File: src/rtl/onehot_pkg.sv
// Shared types and helpers for the one-hot token generator.
//   tokgen_state_e : producer FSM state (IDLE / RUN)
//   idx_width()    : width of a binary index into a DATA_WIDTH-bit token
//   rotl1/rotr1    : single-position rotate of the low w bits of a MAX_W vector
// Token widths up to MAX_W bits are supported by the rotate helpers.
package onehot_pkg;

    typedef enum logic {
        IDLE = 1'b0,
        RUN  = 1'b1
    } tokgen_state_e;

    localparam int unsigned MAX_W = 256;

    function automatic int unsigned idx_width(input int unsigned dw);
        return (dw > 2) ? $clog2(dw) : 1;
    endfunction

    function automatic logic [MAX_W-1:0] width_mask(input int unsigned w);
        return (w >= MAX_W) ? '1 : ((MAX_W'(1) << w) - MAX_W'(1));
    endfunction

    // Bit w-1 wraps to bit 0.
    function automatic logic [MAX_W-1:0] rotl1(input logic [MAX_W-1:0] v,
                                               input int unsigned       w);
        return ((v << 1) | (v >> (w - 1))) & width_mask(w);
    endfunction

    // Bit 0 wraps to bit w-1.
    function automatic logic [MAX_W-1:0] rotr1(input logic [MAX_W-1:0] v,
                                               input int unsigned       w);
        return ((v >> 1) | (v << (w - 1))) & width_mask(w);
    endfunction

endpackage

File: src/rtl/onehot_chk.sv
// Combinational one-hot check: onehot_o is 1 when exactly one bit of vec_i
// is set (popcount == 1).
//   vec_i    in  DATA_WIDTH  vector under test
//   onehot_o out 1           popcount(vec_i) == 1
module onehot_chk #(
    parameter int unsigned DATA_WIDTH = 32
) (
    input  logic [DATA_WIDTH-1:0] vec_i,
    output logic                  onehot_o
);

    logic seen_one;
    logic seen_two;

    // Saturating popcount: only "at least one" and "at least two" matter.
    always_comb begin
        seen_one = 1'b0;
        seen_two = 1'b0;
        for (int unsigned i = 0; i < DATA_WIDTH; i++) begin
            seen_two = seen_two | (seen_one & vec_i[i]);
            seen_one = seen_one | vec_i[i];
        end
        onehot_o = seen_one & ~seen_two;
    end

endmodule

File: src/rtl/onehot_token_gen.sv
// One-hot token producer. Holds a DATA_WIDTH-bit one-hot token and presents it
// on a valid/ready stream, rotating it one position per accepted transfer.
// A binary-index load is accepted while idle; a sticky error flags rejected
// loads and any loss of one-hot/index consistency in the token register.
//   clk        in   1           rising-edge clock
//   resetn     in   1           async assert, active-low; released on a clk edge
//   step_en    in   1           request token streaming
//   dir        in   1           0: rotate toward MSB, 1: rotate toward LSB
//   load_valid in   1           load request
//   load_idx   in   IDX_W       bit position to load
//   load_ready out  1           load accepted (high while idle)
//   tok_valid  out  1           token presented
//   tok_ready  in   1           consumer accepts token
//   tok_data   out  DATA_WIDTH  one-hot token
//   tok_idx    out  IDX_W       binary index of tok_data
//   tok_cnt    out  CNT_W       accepted-token count, wraps
//   wrap       out  1           pulse when the token rotates past an end
//   err        out  1           sticky error
module onehot_token_gen
    import onehot_pkg::*;
#(
    parameter  int unsigned DATA_WIDTH = 32,
    parameter  int unsigned RESET_IDX  = 0,
    parameter  int unsigned CNT_W      = 16,
    localparam int unsigned IDX_W      = idx_width(DATA_WIDTH)
) (
    input  logic                  clk,
    input  logic                  resetn,
    input  logic                  step_en,
    input  logic                  dir,
    input  logic                  load_valid,
    input  logic [IDX_W-1:0]      load_idx,
    output logic                  load_ready,
    output logic                  tok_valid,
    input  logic                  tok_ready,
    output logic [DATA_WIDTH-1:0] tok_data,
    output logic [IDX_W-1:0]      tok_idx,
    output logic [CNT_W-1:0]      tok_cnt,
    output logic                  wrap,
    output logic                  err
);

    localparam logic [DATA_WIDTH-1:0] ONE      = DATA_WIDTH'(1);
    localparam logic [DATA_WIDTH-1:0] RST_TOK  = ONE << RESET_IDX;
    localparam logic [IDX_W-1:0]      LAST_IDX = IDX_W'(DATA_WIDTH - 1);

    // Reset synchroniser: assertion reaches the core flops immediately,
    // release is aligned to clk.
    logic rst_meta_q;
    logic rst_sync_q;

    always_ff @(posedge clk or negedge resetn) begin
        if (!resetn) begin
            rst_meta_q <= 1'b0;
            rst_sync_q <= 1'b0;
        end else begin
            rst_meta_q <= 1'b1;
            rst_sync_q <= rst_meta_q;
        end
    end

    tokgen_state_e         state_q, state_d;
    logic [DATA_WIDTH-1:0] tok_q, tok_d;
    logic [IDX_W-1:0]      idx_q, idx_d;
    logic [CNT_W-1:0]      cnt_q, cnt_d;
    logic                  wrap_q, wrap_d;
    logic                  err_q, err_d;

    logic tok_onehot;
    logic idx_bad;
    logic load_in_range;

    onehot_chk #(
        .DATA_WIDTH(DATA_WIDTH)
    ) u_chk (
        .vec_i   (tok_q),
        .onehot_o(tok_onehot)
    );

    assign idx_bad       = (tok_q != (ONE << idx_q));
    assign load_in_range = (32'(load_idx) < DATA_WIDTH);

    always_comb begin
        state_d = state_q;
        tok_d   = tok_q;
        idx_d   = idx_q;
        cnt_d   = cnt_q;
        wrap_d  = 1'b0;
        err_d   = err_q | ~tok_onehot | idx_bad;

        unique case (state_q)
            IDLE: begin
                if (load_valid) begin
                    if (load_in_range) begin
                        tok_d = ONE << load_idx;
                        idx_d = load_idx;
                    end else begin
                        err_d = 1'b1;
                    end
                end
                if (step_en) begin
                    state_d = RUN;
                end
            end
            RUN: begin
                if (tok_ready) begin
                    cnt_d = cnt_q + CNT_W'(1);
                    if (!dir) begin
                        tok_d  = DATA_WIDTH'(rotl1(MAX_W'(tok_q), DATA_WIDTH));
                        idx_d  = (idx_q == LAST_IDX) ? '0 : idx_q + IDX_W'(1);
                        wrap_d = (idx_q == LAST_IDX);
                    end else begin
                        tok_d  = DATA_WIDTH'(rotr1(MAX_W'(tok_q), DATA_WIDTH));
                        idx_d  = (idx_q == '0) ? LAST_IDX : idx_q - IDX_W'(1);
                        wrap_d = (idx_q == '0);
                    end
                    state_d = step_en ? RUN : IDLE;
                end
            end
            default: state_d = IDLE;
        endcase
    end

    always_ff @(posedge clk or negedge rst_sync_q) begin
        if (!rst_sync_q) begin
            state_q <= IDLE;
            tok_q   <= RST_TOK;
            idx_q   <= IDX_W'(RESET_IDX);
            cnt_q   <= '0;
            wrap_q  <= 1'b0;
            err_q   <= 1'b0;
        end else begin
            state_q <= state_d;
            tok_q   <= tok_d;
            idx_q   <= idx_d;
            cnt_q   <= cnt_d;
            wrap_q  <= wrap_d;
            err_q   <= err_d;
        end
    end

    assign load_ready = (state_q == IDLE);
    assign tok_valid  = (state_q == RUN);
    assign tok_data   = tok_q;
    assign tok_idx    = idx_q;
    assign tok_cnt    = cnt_q;
    assign wrap       = wrap_q;
    assign err        = err_q;

endmodule
File: config.mk
export PLATFORM = sky130hd
export DESIGN_NAME = onehot_token_gen
export DESIGN_NICKNAME = d
export VERILOG_FILES = /design/src/rtl/onehot_pkg.sv /design/src/rtl/onehot_chk.sv /design/src/rtl/onehot_token_gen.sv
export SDC_FILE = /design/constraint.sdc
export NUM_CORES = 1
export LEC_CHECK = 0
export ABC_CLOCK_PERIOD_IN_PS = 2450
export BUFFER_PORTS_ARGS = -buffer_cell sky130_fd_sc_hd__buf_4
export CAP_MARGIN = 20
export CORE_UTILIZATION = 38
export CTS_CLUSTER_DIAMETER = 30
export DETAILED_ROUTE_END_ITERATION = 7
export GPL_ROUTABILITY_DRIVEN = 0
export SYNTH_ARGS = -nofsm -noshare
export SYNTH_HDL_FRONTEND = slang
export SYNTH_HIERARCHICAL = 1
export SYNTH_SLANG_ARGS = --single-unit
File: constraint.sdc
create_clock -name clk -period 2.45 [get_ports clk]
set_clock_uncertainty 0.2 [all_clocks]
set_input_delay 0.1225 -clock clk [delete_from_list [all_inputs] [get_ports clk]]
set_output_delay 0.1225 -clock clk [all_outputs]
set_load 0.05 [all_outputs]
==> summary.md <==
| Metric | Value |
|---|---|
| Area of the multi-input gates | 0.00277 sq mm |
| Count of flip-flops with a built-in enable after synthesis | 0 |
| Top FF cell, synth | dfrtp_1 |
| FP Rows | 38 |
| Number of cells on the worst hold path | 3 |
| Worst-margin pin slew | 0.742 ns |
| Synthesized area divided by synthesized cell count | approximately 8.2 sq um |
| Worst hold path endpoint | tok_idx[2]$_DFFE_PN0P_ |
| Critical path fanouts, max | 6 |
| Count of input and output buffers | between 60 and 70 |
| Setup Crit Path Kind | register to register |
| Count of clock tree sinks | 58 |
| Detail-routed net length per standard cell | approximately 18 microns |
| Routed vias | 4754 |
| Net switching component of the power | 2620 uW |
| Final hold vios | 0 |
| Area leader, netlist | dfrtp_1 |
| Slack of the worst reg-to-reg path | -1.15 ns |
| CTS H-Tree Depth | 3 |
| Fraction of power spent switching nets | 45.4% |
| Post-Syn Nets | around 550 |
| Via/cell ratio | approximately 5.7 |
| Number of design rule violations left after detail routing | 0 |
| Worst slew slack as a fraction of its limit | 50.4% |
| Endpoints failing setup | 1 |
| Maximum clock frequency | approximately 0.28 GHz |
| Fraction of registers with async set/reset | 100% |
| Clock share of power | 22.1% |
| Worst hold start | load_idx[2] |
| Number of inserted diodes | 0 |
| Portion of the clock cycle consumed by the worst path in the final layout | 147% |
| Share of layout cells above drive strength 1 | approximately 29% |
| Crit path time final | approximately 3.6 ns |
| Top library cells by usage in the layout, fill and taps aside | buf_4, nor2_1, a21oi_1, dfrtp_1, mux2i_1 |
| Setup repair after global routing missed its margin | true |
| Number of global-route vias before repair | 4466 |
| Flops & latches, synth | 58 |
| Area occupied by registers | about 0.0015 sq mm |
| Launching point of the worst reg2reg path | tok_data[3]$_DFFE_PN0P_ |
| Fraction of power consumed by combinational cells | a little over half |
| Portion of the post-synthesis area used by sequential elements | between 30% and 40% |
| # IOs | between 60 and 70 |
| Clk pin slew, worst setup/hold paths | around 0.06 ns |
| Final instance area | around 0.006 sq mm |
| Insertion delay to the later sink of the worst-skew pair | around 0.33 ns |
| Classification of the worst-slack hold path | input pin to register |
| Highest ir drop seen on vdd | between 0.5 and 0.6 mV |
| Worst slack, placed | -1.21 ns |
| Sum of routed wire length over all layers | 14.7 mm |
| Pwr dens | ~950 mW/mm^2 |
| TritonCTS buffer count | 9 |
| Die height | ~110 microns |
| Standby leakage power | around 0.0027 uW |
| Number of nets in the finished design | 707 |
| Data arrival at the endpoint of the critical path | 3.60 ns |
| Syn Std Cell Area | approximately 0.0043 sq mm |
| Die X | between 100 and 150 microns |
| Dpl hpwl | about 11 mm |
| Fillcell total | approximately 1000 |
| Largest net degree at the start of global routing | 70 |
| RR Endpoint | err$_DFF_PN0_ |
| Final slew viol count | 0 |
| Number of antenna violations at the first check in global routing | 0 |
| First-pass GRT wire length | approximately 24 mm |
| Cell at the root of the clock tree | clkbuf_16 |
| Failing checks | setup timing |
| Max-capacitance violation count | 0 |
| Total die area | 0.0119 sq mm |
| Internal Power | 3140 uW |
| Yosys warns | 6 |
| Portion of total power attributed to sequential cells | 23.9% |
| Area inside the core boundary | approximately 0.011 sq mm |
| Synthesis-to-finish area growth | 40.1% |
| Result of the run | finished with violations |
| Leftover overflow at the end of global routing | 0 |
| Buffer levels on the longest clock path | 2 |
| Post-Synthesis Cells | 533 |
| Total track usage | between 20% and 30% |
| Number of design-rule violations left by the first detailed-router iteration | 405 |
| Effective utilization at floorplan | 39.6% |
| Post-DP Area | around 0.0056 sq mm |
| Category of the worst setup path capture point | register |
| Number of detailed-routing iterations run before antenna repair | 5 |
| Total power draw | 5760 uW |
| CTS tree | yes |
| Number of unique standard cell types used by synthesis | between 70 and 80 |
| Most frequent standard cell in the layout excluding fill and tap cells | buf_4 |
| Setup slack after layout | -1.15 ns |
| Yosys top cell area share | between 30% and 40% |
| Antenna viol nets, final | 0 |
| CP startpoint kind | register |
| Required arrival time at the worst endpoint | around 2.5 ns |
| Util after Layout | 55.4% |
| Synth area leaders | dfrtp_1, a21oi_1, mux2i_1 |
| Number of cell instances on the worst register-to-register path | 12 |
## registers in the layout, indices dropped and copies added, names as in the netlist
name and flops:
tok_idx 5, wrap 1, tok_cnt 16, tok_valid 1, tok_data 32, rst_meta_q 1, rst_sync_q 1, err 1
## synth_stat cells (all sizes together), types with 3 or more instances
cell type	count
nand2b	7
nand3	12
o22ai	5
clkbuf	10
or4	3
or3	8
xnor2	19
a21oi	75
o21a	3
nand2	35
o41ai	3
o21ai	12
and3	4
nand4	13
nor3	17
dfrtp	57
a31oi	6
nor3b	3
o31ai	5
nor2b	3
nor4	7
xor2	5
inv	10
nand4b	4
ha	9
nand3b	3
nor2	89
maj3	7
mux2i	36
buf	21
## worst max path at each step
| stage | startpoint | end |
|---|---|---|
| after CTS | tok_data[16]$_DFFE_PN0P_ | err$_DFF_PN0_ |
| after global placement | tok_data[10]$_DFFE_PN0P_ | err$_DFF_PN0_ |
| after detailed placement | tok_data[10]$_DFFE_PN0P_ | err$_DFF_PN0_ |
| final | tok_data[3]$_DFFE_PN0P_ | err$_DFF_PN0_ |
| after floorplan | tok_data[16]$_DFFE_PN0P_ | err$_DFF_PN0_ |
| after global routing | tok_data[3]$_DFFE_PN0P_ | err$_DFF_PN0_ |
## per-layer routing
layer  up-vias  wire [microns]  track usage [%]
li1       2258               -                -
met1      2270            6250             34.6
met2       182            6960             41.9
met3        44             933             3.47
met4         0             572             13.8
met5         -               0                0
## what timing repair did
action / in CTS / in global routing
gates resized for setup: 2 / 5
pin swaps: 1 / 3
setup buffers: 0 / 1
setup endpoints to repair: 1 / 1
endpoints found under the hold margin: 7 / 0
hold buffers: 10 / 0
## power by group through the flow
stage | sequential [uW] | combinational, uW | clock (uW)
after floorplan | 2190 | 1040 | 0
after global placement | 1370 | 3010 | 0
after detailed placement | 1380 | 3050 | 0
after CTS | 1370 | 3070 | 1290
after global routing | 1400 | 3330 | 1330
final | 1380 | 3110 | 1270
## worst max-delay path, cell delays in order, from the launching register on
cell,delay (ns)
dfrtp_2,0.42
nor4_4,0.41
nand4_1,0.19
or3_4,0.40
a2111o_1,0.30
a22o_1,0.20
a311oi_2,0.23
nand2b_1,0.09
a221oi_2,0.18
nand2_1,0.09
a2111oi_2,0.21
nand4_1,0.12
or4_1,0.42
## metrics by stage
step | cells | hold slack [ns] | setup TNS, ns
after global routing | 832 | 0.0310 | -1.30
after global placement | 805 | -0.295 | -1.13
after CTS | 831 | 0.00419 | -1.13
after detailed placement | 805 | -0.291 | -1.21
final | 832 | 0.0125 | -1.15
after floorplan | 533 | -0.373 | -1.24
## logic make-up (layout without fill, tap and decap cells)
group | count (synthesis) | after routing | synth area share, %
flops | 58 | 58 | 33.4
other cells | 1 | 1 | 0.0863
compound gates | 138 | 138 | 19.8
mux | 36 | 36 | 8.30
fa+ha+maj | 16 | 16 | 4.21
simple gates | 218 | 218 | 25.2
xor+xnor | 24 | 24 | 4.84
buf+inv | 42 | 201 | 4.18
## final cells by class
type                            instances  area share [%]
Clock buffer                           10            3.93
Clock inverter                          6            1.09
Inverter                               11           0.679
Multi-Input combinational cell        433            45.6
Sequential cell                        58            24.0
Tap cell                              140            2.88
Timing Repair Buffer                  174            21.9
Power figures use the tool's default switching activity.
